## src/rtl/dram_stream_arbiter_pkg.sv

```systemverilog
// -----------------------------------------------------------------------------
// dram_stream_arbiter_pkg
// Shared definitions for the DRAM read-stream arbiter:
//   - default PE count and per-request beat-count width
//   - arb_state_e : controller states (IDLE -> STREAM -> DONE -> IDLE)
//   - next_pe()   : round-robin successor of a PE index, wrapping at num_pe
// -----------------------------------------------------------------------------
package dram_stream_arbiter_pkg;

  localparam int DSA_NUM_PE = 4;
  localparam int DSA_BEAT_W = 12;

  typedef enum logic [1:0] {
    IDLE   = 2'd0,
    STREAM = 2'd1,
    DONE   = 2'd2
  } arb_state_e;

  // Successor of id in a ring of num_pe requesters. Works for any num_pe,
  // not only powers of two.
  function automatic int unsigned next_pe(input int unsigned id,
                                          input int unsigned num_pe);
    return (id + 1 >= num_pe) ? 0 : id + 1;
  endfunction

endpackage

```

## src/rtl/dram_stream_arbiter_rr_arbiter.sv

```systemverilog
// -----------------------------------------------------------------------------
// dram_stream_arbiter_rr_arbiter
// Combinational round-robin pick: the first set bit of req_i at or after
// ptr_i, wrapping around to index 0.
// Ports:
//   req_i     in  NUM_PE   request vector
//   ptr_i     in  PE_ID_W  highest-priority index this cycle
//   onehot_o  out NUM_PE   one-hot winner (all zero when nothing requests)
//   idx_o     out PE_ID_W  binary index of the winner (0 when nothing requests)
//   found_o   out 1        at least one request was present
// -----------------------------------------------------------------------------
module dram_stream_arbiter_rr_arbiter #(
  parameter int NUM_PE  = 4,
  parameter int PE_ID_W = $clog2(NUM_PE)
) (
  input  logic [NUM_PE-1:0]  req_i,
  input  logic [PE_ID_W-1:0] ptr_i,
  output logic [NUM_PE-1:0]  onehot_o,
  output logic [PE_ID_W-1:0] idx_o,
  output logic               found_o
);

  // The search is split in two passes: indices from ptr_i upward first, then
  // the wrapped part below ptr_i. This avoids modulo arithmetic on the index.
  // NOTE: every output gets a default before the loops; without it, the
  // paths where no request matches would leave them unassigned and infer latches.
  always_comb begin
    onehot_o = '0;
    idx_o    = '0;
    found_o  = 1'b0;
    for (int i = 0; i < NUM_PE; i++) begin
      if (!found_o && req_i[i] && (i >= int'(ptr_i))) begin
        found_o     = 1'b1;
        onehot_o[i] = 1'b1;
        idx_o       = PE_ID_W'(i);
      end
    end
    for (int i = 0; i < NUM_PE; i++) begin
      if (!found_o && req_i[i] && (i < int'(ptr_i))) begin
        found_o     = 1'b1;
        onehot_o[i] = 1'b1;
        idx_o       = PE_ID_W'(i);
      end
    end
  end

endmodule

```

## src/rtl/dram_stream_arbiter.sv

```systemverilog
// -----------------------------------------------------------------------------
// dram_stream_arbiter
// Shares the single DRAM read stream between NUM_PE PE controllers. A
// round-robin arbiter grants one PE at a time. The block counts delivered
// beats and then pulses that PE's input- or filter-finish line for one cycle.
// Ports:
//   clk                   in  1              system clock
//   rst                   in  1              async reset, active low
//   req_valid             in  NUM_PE         per-PE stream request, held until finish
//   req_is_filter         in  NUM_PE         1 = filter burst, 0 = input-activation burst
//   req_beats             in  NUM_PE*BEAT_W  per-PE burst length, sampled at grant
//   dram_beat_valid       in  1              DRAM delivered one beat this cycle
//   grant                 out NUM_PE         one-hot owner of the stream
//   dram_req_valid        out 1              stream active (STREAM state)
//   dram_req_is_filter    out 1              type of the granted stream
//   dram_req_pe_id        out PE_ID_W        index of the granted PE
//   beat_cnt              out BEAT_W         beats received in the current stream
//   stream_input_finish   out NUM_PE         1-cycle pulse: input burst complete
//   stream_filter_finish  out NUM_PE         1-cycle pulse: filter burst complete
//   busy                  out 1              controller not in IDLE
// -----------------------------------------------------------------------------
module dram_stream_arbiter
  import dram_stream_arbiter_pkg::*;
#(
  parameter int NUM_PE  = DSA_NUM_PE,
  parameter int BEAT_W  = DSA_BEAT_W,
  parameter int PE_ID_W = $clog2(NUM_PE)
) (
  input  logic                     clk,
  input  logic                     rst,
  input  logic [NUM_PE-1:0]        req_valid,
  input  logic [NUM_PE-1:0]        req_is_filter,
  input  logic [NUM_PE*BEAT_W-1:0] req_beats,
  input  logic                     dram_beat_valid,
  output logic [NUM_PE-1:0]        grant,
  output logic                     dram_req_valid,
  output logic                     dram_req_is_filter,
  output logic [PE_ID_W-1:0]       dram_req_pe_id,
  output logic [BEAT_W-1:0]        beat_cnt,
  output logic [NUM_PE-1:0]        stream_input_finish,
  output logic [NUM_PE-1:0]        stream_filter_finish,
  output logic                     busy
);

  typedef struct packed {
    logic              valid;
    logic              is_filter;
    logic [BEAT_W-1:0] beats;
  } stream_req_t;

  stream_req_t req_arr [NUM_PE];

  always_comb begin
    for (int i = 0; i < NUM_PE; i++) begin
      req_arr[i].valid     = req_valid[i];
      req_arr[i].is_filter = req_is_filter[i];
      req_arr[i].beats     = req_beats[i*BEAT_W +: BEAT_W];
    end
  end

  // ---------------------------------------------------------------------------
  // State
  // ---------------------------------------------------------------------------
  arb_state_e          state_q,     state_d;
  logic [PE_ID_W-1:0]  rr_ptr_q,    rr_ptr_d;
  logic [NUM_PE-1:0]   grant_q,     grant_d;
  logic [PE_ID_W-1:0]  pe_id_q,     pe_id_d;
  logic                is_filter_q, is_filter_d;
  logic [BEAT_W-1:0]   len_q,       len_d;
  logic [BEAT_W-1:0]   beat_cnt_q,  beat_cnt_d;

  // ---------------------------------------------------------------------------
  // Round-robin pick
  // ---------------------------------------------------------------------------
  logic [NUM_PE-1:0]  pick_onehot;
  logic [PE_ID_W-1:0] pick_idx;
  logic               pick_found;
  stream_req_t        pick_req;

  dram_stream_arbiter_rr_arbiter #(
    .NUM_PE  (NUM_PE),
    .PE_ID_W (PE_ID_W)
  ) u_rr (
    .req_i    (req_valid),
    .ptr_i    (rr_ptr_q),
    .onehot_o (pick_onehot),
    .idx_o    (pick_idx),
    .found_o  (pick_found)
  );

  assign pick_req = req_arr[pick_idx];

  // Priority for the next round starts just past the PE that was served,
  // whether its stream completed or was aborted.
  logic [PE_ID_W-1:0] rr_after_owner;
  assign rr_after_owner = PE_ID_W'(next_pe(32'(pe_id_q), NUM_PE));

  logic beat_hit;
  assign beat_hit = dram_req_valid && dram_beat_valid;

  // ---------------------------------------------------------------------------
  // Next-state logic
  // ---------------------------------------------------------------------------
  always_comb begin
    state_d     = state_q;
    rr_ptr_d    = rr_ptr_q;
    grant_d     = grant_q;
    pe_id_d     = pe_id_q;
    is_filter_d = is_filter_q;
    len_d       = len_q;
    beat_cnt_d  = beat_cnt_q;

    unique case (state_q)
      IDLE: begin
        if (pick_found) begin
          grant_d     = pick_onehot;
          pe_id_d     = pick_idx;
          is_filter_d = pick_req.is_filter;
          len_d       = pick_req.beats;
          beat_cnt_d  = '0;
          // A zero-length burst is complete as soon as it is granted.
          state_d     = (pick_req.beats == '0) ? DONE : STREAM;
        end
      end

      STREAM: begin
        // Losing the request wins over a beat in the same cycle: the
        // stream is abandoned without a finish pulse.
        if (!req_arr[pe_id_q].valid) begin
          state_d    = IDLE;
          grant_d    = '0;
          beat_cnt_d = '0;
          rr_ptr_d   = rr_after_owner;
        end else if (beat_hit && (beat_cnt_q != len_q)) begin
          beat_cnt_d = beat_cnt_q + 1'b1;
          if (beat_cnt_q + 1'b1 == len_q) begin
            state_d = DONE;
          end
        end
      end

      DONE: begin
        state_d    = IDLE;
        grant_d    = '0;
        beat_cnt_d = '0;
        rr_ptr_d   = rr_after_owner;
      end

      default: begin
        state_d    = IDLE;
        grant_d    = '0;
        beat_cnt_d = '0;
      end
    endcase
  end

  // ---------------------------------------------------------------------------
  // Registers
  // ---------------------------------------------------------------------------
  // NOTE: state is written with non-blocking assignments so every register
  // samples the pre-edge value of every other one, independent of statement order.
  always_ff @(posedge clk or negedge rst) begin
    if (!rst) begin
      state_q     <= IDLE;
      rr_ptr_q    <= '0;
      grant_q     <= '0;
      pe_id_q     <= '0;
      is_filter_q <= 1'b0;
      len_q       <= '0;
      beat_cnt_q  <= '0;
    end else begin
      state_q     <= state_d;
      rr_ptr_q    <= rr_ptr_d;
      grant_q     <= grant_d;
      pe_id_q     <= pe_id_d;
      is_filter_q <= is_filter_d;
      len_q       <= len_d;
      beat_cnt_q  <= beat_cnt_d;
    end
  end

  // ---------------------------------------------------------------------------
  // Outputs: all derived from registers, so reset clears them immediately.
  // ---------------------------------------------------------------------------
  assign grant                = grant_q;
  assign dram_req_valid       = (state_q == STREAM);
  assign dram_req_is_filter   = is_filter_q;
  assign dram_req_pe_id       = pe_id_q;
  assign beat_cnt             = beat_cnt_q;
  assign busy                 = (state_q != IDLE);
  assign stream_input_finish  = ((state_q == DONE) && !is_filter_q) ? grant_q : '0;
  assign stream_filter_finish = ((state_q == DONE) &&  is_filter_q) ? grant_q : '0;

endmodule

```

## config.mk

```make
export PLATFORM = sky130hd
export DESIGN_NAME = dram_stream_arbiter
export DESIGN_NICKNAME = d
export VERILOG_FILES = /design/src/rtl/dram_stream_arbiter_pkg.sv /design/src/rtl/dram_stream_arbiter_rr_arbiter.sv /design/src/rtl/dram_stream_arbiter.sv
export SDC_FILE = /design/constraint.sdc
export NUM_CORES = 1
export LEC_CHECK = 0
export CORE_MARGIN = 2
export CORE_UTILIZATION = 40
export CTS_BUF_LIST = sky130_fd_sc_hd__clkbuf_8 sky130_fd_sc_hd__clkbuf_16
export DETAILED_ROUTE_END_ITERATION = 10
export GPL_TIMING_DRIVEN = 0
export PLACE_DENSITY = 0.72
export SETUP_SLACK_MARGIN = 0.02
export SYNTH_ARGS = -nofsm -noshare
export SYNTH_HDL_FRONTEND = slang
export SYNTH_SLANG_ARGS = --single-unit
```

## constraint.sdc

```tcl
create_clock -name clk -period 2.9 [get_ports clk]
set_input_delay 0.435 -clock clk [delete_from_list [all_inputs] [get_ports clk]]
set_output_delay 0.435 -clock clk [all_outputs]
set_load 0.005 [all_outputs]
```

# Word-level counts from Yosys, hierarchy flattened
# Index checks and enable logic that the tools add are counted.
# totals
input_bits,59
reg_bits,35
# op_classes
n_addsub,2
n_lt_le_gt_ge,9
mux,43
n_eq_ne,8
bitwise_logic,2
n_reduce_logical,32
# op_table
cell,count
14-bit binary-select mux with 2-bit select,2
12-bit 2-to-1 mux,3
14-bit 2-to-1 mux,2
13-bit 2-to-1 mux,2
2-bit 2-to-1 mux,12
12-bit one-hot mux with 2 select lines,1
1-bit logical AND,16
4-bit 2-to-1 mux,4
1-bit 2-to-1 mux,14
12-bit by 1-bit adder with 12-bit output (second input constant),1
12-bit == test,1
12-bit zero test,1
12-bit inequality test,1
3-bit >= comparator (second input constant),3
2-bit one-hot mux with 2 select lines,2
4-bit one-hot mux with 2 select lines,1
2-bit AND reduction,4
1-bit zero test,7
3-bit by 2-bit inequality test with 1-bit output (second input constant),2
2-bit NOT with 3-bit output,2
1-bit by 2-bit >= comparator with 1-bit output (first input constant),2
1-bit by 2-bit less-than comparator with 1-bit output (first input constant),2
2-bit inequality test (second input constant),2
2-bit nonzero test,2
other kinds (7),7

# Logic depth before layout (Yosys ltp)
# logic_depth
ltp_word,34
mapped_depth,11

# Modules after synthesis
# From an unflattened synthesis, not the netlist that was laid out.
# hier_totals
hier_cells,262
area_unflattened_um2,2740.1
# modules_own_cells
mod,n_inst,seq_area_each_um2,cells_each,area_each_um2
dram_stream_arbiter,1,875.8,229,2517.4
dram_stream_arbiter_rr_arbiter,1,0.0,33,222.7

# Least setup slack after synthesis
# OpenSTA, ideal clock, no wires.
# synth_timing
path_type,register to register
startpoint,"reg beat_cnt_q[1], in the netlist beat_cnt[1]"
endpoint,reg state_q[0]
n_path_buf,0
setup_slack_ps,658
arrival_ps,2111
period_less_slack_ps,2242
t_required_ps,2769
path_stages_with_launch,10
setup_time_ps,131
cell_sequence,dfrtp_1 ha_1 nand3_2 nor3_1 xnor2_1 nand3_1 nor3_1 nor4b_1 a21o_1 o21ai_1
# synth_via
elab_chain_len,4
word_cells_on_any_way,7
classes_between,add/sub: 1; eq/ne: 4; reduce/logical: 2
# synth_rtl
item,line,source
start: declaration,dram_stream_arbiter.sv:70,"logic [BEAT_W-1:0] beat_cnt_q, beat_cnt_d;"
start signal: assignment,dram_stream_arbiter.sv:178,beat_cnt_q <= beat_cnt_d;
12-bit by 1-bit adder with 12-bit output / 12-bit inequality test (equally long branches),"dram_stream_arbiter.sv:136, dram_stream_arbiter.sv:134",
12-bit == test / 1-bit logical AND (equally long branches),"dram_stream_arbiter.sv:136, dram_stream_arbiter.sv:134",
3-bit by 2-bit inequality test with 1-bit output (no source line),n/a,
3-bit AND reduction (no source line) (*),n/a,
end signal: assignment,dram_stream_arbiter.sv:172,state_q <= state_d;
end: declaration,dram_stream_arbiter.sv:64,"arb_state_e state_q, state_d;"
# Mark *: on every way between the ends. The rest lies on a longest branch, timed or not.
# A chain may end at the register's enable or synchronous reset.

# Worst setup path after layout
# Ends and elaborated chain as after synthesis.

==> metrics.md <==
| Metric | Value |
|---|---|
| Run status | finished with violations |
| Failing checks | design-rule violations |
| 1st-iter DRT viols | 108 |
| Die Ht | 85.8 um |
| Core footprint | 6420 um^2 |
| PD cells | 700 nW/um^2 |
| Yosys top cell by area | dfrtp_1 |
| Synth Area per Inst | 8.80 um^2 |
| Worst setup margin | 0.211 ns |
| Hold Fails Final Rpt | 0 |
| Number of global-route vias before repair | 2457 |
| EDFF count, synth | 0 |
| Wire per inst | 15.0 um |
| Final setup fails | 0 |
| RSZ-0062 raised after global routing | false |
| Worst-Margin Slew | 0.786 ns |
| Synth Register Bits | 35 |
| Die area | 7350 um^2 |
| MaxCap Viol Count | 0 |
| CP top delay family | simple AND/OR/NAND/NOR gates |
| Most frequent cells after synthesis | nand2_1 (41), dfrtp_1 (35), o21ai_0 (32), mux2i_1 (31), xor2_1 (16) |
| First-pass GRT wire length | 11700 um |
| Yosys warns | 0 |
| Count leader, synth | nand2_1 |
| Gr ovfl total | 0 |
| Fin crit share | 92.7% |
| Most used DFF post-synth | dfrtp_1 |
| FF/Latch Area | 876 um^2 |
| Synth top area share | 32.8% |
| Cells after Synth | 304 |
| Largest net degree at the start of global routing | 36 |
| Multi-input combinational cell area | 1620 um^2 |
| CP Max Fanout | 9 |
| Detail Route Antenna Nets | 0 |
| Buffers added on ports | 84 |
| Site Rows | 29 |
| Antenna violations before repair | 0 |
| Top cells by area, synth | dfrtp_1 (33%), mux2i_1 (12%), o21ai_0 (6.0%), nand2_1 (5.8%), xor2_1 (5.2%) |
| Register area share after synthesis | 32.8% |
| TritonCTS clock tree | done |
| Number of buffers created by CTS | 5 |
| Slew HR | 47.6% |
| Filler cell count | 568 |
| Min cycle time layout | 2.69 ns |
| Clk Latency, worst-skew pair | 0.29 ns |
| Max Root-Sink Buffers | 2 |
| Die Wd | 85.8 um |
| Static leakage | 1.58 nW |
| ANT cells | 0 |
| Post-Syn Area | 2670 um^2 |
| Vias per cell | 5.46 |
| GPL Wtd Cong | 0.902 |
| Root Buffer | clkbuf_8 |
| Syn_nets | 365 |
| Worst Setup Path Type | flop to flop |
| Initial Utilization | 41.6% |
| Maximum vdd drop | 0.324 mV |
| Clock-pin slew on the worst setup and hold paths | 0.08 ns |
| CP peak stage delay | 0.51 ns |
| Final nets | 456 |
| Worst min-delay path category | input port to asynchronous set/reset pin |
| Post-DP HPWL | 5560 um |
| Dpl ws | 0.165 ns |
| Worst EP required | 3.07 ns |
| WL final | 7110 um |
| FFs w/ async S/R, synth | 100% |
| Worst Setup End Kind | flop |
| Distinct cells, synth | 43 |
| Post-route DRC | 2 |
| Layout cells sized above 1 | 11.9% |
| Worst setup SP type | flop |
| Ports | 88 |
| Layout area overhead | 38.6% |
| CTS hold repair buffers | 0 |
| CP max-delay cell | dfrtp_1 |
| Via count | 2583 |
| Aggregate global-route resource usage | 19.9% |
| Final slew viol count | 0 |
| Clk sinks | 35 |
| H-tree levels | 2 |
| Router iterations before antenna repair | 7 |
| Crit path buf inv count | 0 |
| Worst EP arrival | 2.86 ns |
| Fmax | 0.372 GHz |
| Setup TNS | 0 ns |
| Clock skew | 0.00603 ns |
| Crit path cell chain | ha_1 > nand3_2 > nor3_2 > xnor2_1 > nand3_1 > nor3_1 > nor4b_1 > a21o_1 > o21ai_1 |
flip-flops by register name (all words and copies together), names as in the netlist:
signal              flops
beat_cnt               12
dram_req_is_filter      1
dram_req_pe_id          2
grant                   4
len_q                  12
rr_ptr_q                2
state_q                 2
path summary, 6_finish.rpt:
check | startpoint | end | slack [ns] | cells after the start
max in group asynchronous | rst | len_q[1] | 2.18 | 1
setup reg to reg | beat_cnt[1] | state_q[0] | 0.21 | 9
hold / removal | rst | grant[2] | 0.22 | 1
setup / recovery | beat_cnt[1] | state_q[0] | 0.21 | 9
hold reg to reg | len_q[11] | len_q[11] | 0.53 | 2
min in group clk | req_valid[2] | grant[2] | 0.42 | 2
cell families (layout without fill, tap and decap cells):
logic type      Yosys count  after routing  share of synthesized area, %
fa+ha+maj                 2              2                         0.936
simple gates            103            103                          19.0
xor+xnor                 19             19                          6.22
mux                      45             45                          17.9
flops                    35             35                          32.8
compound gates           68             68                          16.1
buf+inv                  32            124                          7.07
cell type report:
cell class | instances | share of cell area, %
flip-flops and latches | 35 | 23.6
multi-input cells | 237 | 43.7
inverters | 10 | 1.01
repair buffers | 84 | 22.6
plain buffers | 22 | 4.09
well taps | 77 | 2.60
clock buffers | 5 | 1.86
clock inverters | 3 | 0.540
per-stage QoR:
| stage | hold slack, ns | utilization, % | area, um^2 | power [mW] | cells |
|---|---|---|---|---|---|
| global placement | 0.492 | 56.2 | 3610 | 2.19 | 465 |
| floorplan | 0.139 | - | 2670 | 1.76 | 304 |
| global route | 0.295 | 57.7 | 3710 | 2.78 | 473 |
| CTS | 0.252 | 57.5 | 3690 | 2.60 | 473 |
| detailed placement | 0.517 | 56.1 | 3610 | 2.24 | 465 |
| finish | 0.221 | 57.7 | 3710 | 2.59 | 473 |
cells in the final DEF (no fill, tap or decap), types with 8 or more instances in the layout:
cell / count
mux2_2: 11
nor2_1: 15
buf_2: 8
inv_1: 9
clkdlybuf4s50_1: 83
nand2_1: 41
mux2i_1: 31
o21ai_0: 32
a21oi_1: 10
xor2_1: 16
dfrtp_1: 35
nand3_1: 8
report_power, final:
group / internal [mW] / switching (mW) / total (mW) / leakage (nW)
logic: 0.695 / 0.733 / 1.43 / 1.08
registers: 0.644 / 0.166 / 0.810 / 0.455
clock network: 0.167 / 0.188 / 0.355 / 0.0402
total: 1.51 / 1.09 / 2.59 / 1.58
layer usage:
metal	up-vias	track usage (%)	part of all wire [%]
met4	0	5.19	1.4
met1	1209	25.3	45
met5	-	0	0
met2	98	34.4	48
met3	7	4.04	6.3
li1	1269	-	-
timing repair:
| action | 4_1_cts | 5_1_grt |
|---|---|---|
| buffers inserted | 0 | 0 |
| hold endpoints to repair | 0 | 0 |
| resized for setup | 0 | 2 |
| endpoints found under the setup margin | 0 | 1 |
No activity file was read; power rests on OpenSTA's default activity.
==> variant 1, RTL diff (config.mk and constraints unchanged) <==
Re-encode `arb_state_e` (3 states) as one-hot, 3 bits wide.
--- a/src/rtl/dram_stream_arbiter_pkg.sv
+++ b/src/rtl/dram_stream_arbiter_pkg.sv
@@ -12,6 +12,6 @@
 
-  typedef enum logic [1:0] {
-    IDLE   = 2'd0,
-    STREAM = 2'd1,
-    DONE   = 2'd2
+  typedef enum logic [2:0] {
+    IDLE   = 3'b001,
+    STREAM = 3'b010,
+    DONE   = 3'b100
   } arb_state_e;
Function: same outputs for any inputs over 4 cycles, from zero or initial values and one cycle with rst low; so few cycles prove little.
==> variant 1 against the original RTL <==
Cell area grew 8.8%; sequential cell count up 1; worst setup slack lost 0.022 ns; wire length is 10% higher; total power increased by 7.4%; area after synthesis is 7.9% higher; combinational power is 7% higher; critical endpoint is now state_q[1]$_DFFE_PN0P_; largest cell class unchanged; highest routed layer unchanged.
==> variant 1: results (changes against the original RTL) <==
Seq. cell area: 903 um^2 (was 876 um^2)
CP max FO: 10 (was 9)
Crit-path slowest cell: clkdlybuf4s50_1 (was dfrtp_1)
DR iter-0 viols: 113 (was 108)
Largest cells by area after synthesis: dfrtp_1 (30%), a211oi_1 (7.0%), xnor2_1 (4.3%) (was dfrtp_1 (33%), mux2i_1 (12%), o21ai_0 (6.0%))
Post-Synth Adder-Cell Area: 0.868% (was 0.936%)
Synth cell types: 67 (was 43)
Largest net degree at the start of global routing: 37 (was 36)
Final wirelength: 7.84 mm (was 7.11 mm)
Tot GR Track Use: 20.9% (was 19.9%)
Sequential fraction of design power: 28.9% (was 31.2%)
Crit-path leading delay family: compound AO/OA/AOI/OAI gates (was simple AND/OR/NAND/NOR gates)
Mux cell area share after synthesis: 6.51% (was 17.9%)
Nets@finish: 472 (was 456)
Vias in the first global route: 2667 (was 2457)
Multi-input gate share of total cell area: 43.3% (was 43.7%)
List of most frequent post-synthesis cells: dfrtp_1 (35), nand2_1 (28), a211oi_1 (27) (was nand2_1 (41), dfrtp_1 (35), o21ai_0 (32))
FF+latch count, synth: 36 (was 35)
DR pass1 iterations: 4 (was 7)
Crit path largest cell delay: 0.61 ns (was 0.51 ns)
RePlAce Congestion: 0.879 (was 0.902)
DR WL met3: 311 um (was 448 um)
Mapped Nets: 376 (was 365)
Hold_ws: 0.220 ns (was 0.221 ns)
Number of enable flip-flop cells after synthesis: 0 (unchanged)
Seq/Total Area, Yosys: 31.3% (was 32.8%)
Routing usage on met2: 35.6% (was 34.4%)
Non-clock inverters: 21 (was 10)
Metal-1 WL: 3.57 mm (was 3.17 mm)
Proportion of layout cells with a drive suffix above 1: 14.1% (was 11.9%)
Wire length on met2: 3.85 mm (was 3.40 mm)
Dpl hpwl: 6.26 mm (was 5.56 mm)
Switching Fraction: 40.6% (was 41.9%)
Filler instances: 624 (was 568)
Worst IR drop on VDD: 0.291 mV (was 0.324 mV)
Status: completed (was complete, but fails checks)
Clock-cell share: 2.76% (was 2.40%)
R2R depth: 8 (was 9)
Seq power: 0.000805 W (was 0.000810 W)
Lkg Pwr: 1.62 nW (was 1.58 nW)
Vias per cell: 5.52 (was 5.46)
GRT met1 Usage: 27.2% (was 25.3%)
Compound-Gate Fraction of Synth Area: 27.9% (was 16.1%)
Clk_skew: 0.00508 ns (was 0.00603 ns)
Critical Path AT: 2.87 ns (was 2.86 ns)
Grt met3 use: 3.69% (was 4.04%)
Non-clock buffering overhead in the final layout: 26.7% (was 26.6%)
Cts repair resizes: 1 (was 0)
Multi-input gates: 236 (was 237)
==> variant 1: changes by cell type after synthesis, sizes merged, moves of 10 or more <==
cell	unedited run	this run
a211oi	3	32
mux2i	31	12
nand2	42	30
o21ai	34	23
xnor2	3	14
inv	10	20
xor2	16	6
==> variant 1: cells by family (layout without fill, tap and decap cells) <==
group                    count (synthesis)  in the layout
XOR/XNOR                                20             20
multiplexers                            17             17
AND/OR/NAND/NOR                         90             90
AO/OA/AOI/OAI                          107            107
adder cells (fa/ha/maj)                  2              2
flip-flops                              36             36
buffers and inverters                   43            140
==> variant 1: metrics by stage <==
step           cell area, um^2  cells  setup WS (ns)
2_1_floorplan             2880    315          0.510
3_3_place_gp              3860    497         -0.398
3_5_place_dp              3860    497         -0.426
4_1_cts                   3980    505         0.0251
5_1_grt                   4030    508         0.0166
6_report                  4030    508          0.188
==> variant 2, RTL diff (config.mk and constraints unchanged) <==
Without the edit above. Set the package constant `DSA_BEAT_W` to 8 (it was 12).
--- a/src/rtl/dram_stream_arbiter_pkg.sv
+++ b/src/rtl/dram_stream_arbiter_pkg.sv
@@ -10,3 +10,3 @@
   localparam int DSA_NUM_PE = 4;
-  localparam int DSA_BEAT_W = 12;
+  localparam int DSA_BEAT_W = 8;
 
Interface: changed (resized beat_cnt and req_beats); port bits go from 88 to 68. The function was not compared with the original's and may differ.
==> variant 2 against the original RTL <==
Global-route usage decreased by 1.5 points; wire length is 37% lower; cell area down 27%; sequential cell count decreased by 8; area after synthesis decreased by 28%; worst setup slack improved by 0.15 ns; clock skew shrank 0.0038 ns; total power fell by 24%.
==> variant 2: results (changes against the original RTL) <==
List of most frequent post-synthesis cells: dfrtp_1 (27), o21ai_0 (26), nand2_1 (21) (was nand2_1 (41), dfrtp_1 (35), o21ai_0 (32))
Capture point of the worst path: state_q[1]$_DFFE_PN0P_ (was state_q[0]$_DFFE_PN0P_)
Worst hold path type: register to register (was primary input to async pin)
Vias per cell: 5.30 (was 5.46)
Synth Instances: 207 (was 304)
Via Count: 1761 (was 2583)
Critical Path AT: 2.71 ns (was 2.86 ns)
Hold_ws: 0.504 ns (was 0.221 ns)
DR pass1 iterations: 5 (was 7)
Crit-path slowest cell: or4_1 (was dfrtp_1)
Dpl hpwl: 3.58 mm (was 5.56 mm)
Worst R2R Start: rr_ptr_q[1]$_DFFE_PN0P_ (was beat_cnt[1]$_DFFE_PN0P_)
Largest cells by area after synthesis: dfrtp_1 (35%), mux2i_1 (9.4%), o21ai_0 (6.8%) (was dfrtp_1 (33%), mux2i_1 (12%), o21ai_0 (6.0%))
Seq/Total Area, Yosys: 35.3% (was 32.8%)
Clk_lat worst skew: 0.27 ns (was 0.29 ns)
Largest net degree at the start of global routing: 28 (was 36)
Vias in the first global route: 1686 (was 2457)
Worst slack at placement: 0.0927 ns (was 0.165 ns)
Area occupied by multi-input gates: 1170 um^2 (was 1620 um^2)
Non-clk bufs: 73 (was 106)
Lkg Pwr: 1.18 nW (was 1.58 nW)
Register-to-register setup slack: 0.67 ns (was 0.21 ns)
PortBufs: 67 (was 84)
Tot GR Track Use: 18.4% (was 19.9%)
Clock-cell share: 1.67% (was 2.40%)
Final wirelength: 4.50 mm (was 7.11 mm)
Status: completed (was complete, but fails checks)
RePlAce Congestion: 0.862 (was 0.902)
Placed insts: 328 (was 465)
Nets@finish: 324 (was 456)
Seq. cell area: 676 um^2 (was 876 um^2)
DR iter-0 viols: 83 (was 108)
Util after Layout: 57.9% (was 57.7%)
Initial Utilization: 41.1% (was 41.6%)
H-tree depth: 1 (was 2)
Fin crit share: 87.5% (was 92.7%)
Metal-1 WL: 2.13 mm (was 3.17 mm)
Proportion of layout cells with a drive suffix above 1: 10.1% (was 11.9%)
Non-clock buffering overhead in the final layout: 26.7% (was 26.6%)
Crit path largest cell delay: 0.63 ns (was 0.51 ns)
Mapped Nets: 252 (was 365)
DR WL met3: 180 um (was 448 um)
CP max FO: 10 (was 9)
Synth cell types: 38 (was 43)
Multi-input gates: 168 (was 237)
Seq_cells: 27 (was 35)
## variant 2: cell count changes after synthesis, moves of 4 or more
cell / change
dfrtp_1: -8
nand2_1: -20
xor2_1: -7
buf_6: -6
o21ai_0: -6
clkbuf_1: -4
buf_2: -5
o31ai_1: -5
nor3_1: -6
a21oi_1: -6
mux2i_1: -13
## variant 2: report_power, final
part           leakage [nW]  internal (W)  switching, W  total (W)
Combinational         0.808      0.000571      0.000522    0.00109
Clock                0.0269     0.0000950      0.000115   0.000210
Sequential            0.348      0.000509      0.000159   0.000669
## variant 2: logic make-up (layout without fill, tap and decap cells)
group           after synthesis  in the layout  share of synthesized area [%]
compound gates               47             47                           14.6
xor+xnor                     14             14                           6.41
fa+ha+maj                     2              2                           1.31
buf+inv                      12             83                           3.73
flops                        27             27                           35.3
mux                          31             31                           17.6
simple gates                 74             74                           21.0
## variant 2: metal layers
layer	up-vias	global-route usage, %
li1	885	-
met1	814	25.2
met2	57	30.0
met3	5	1.80
met4	0	6.79
met5	-	0
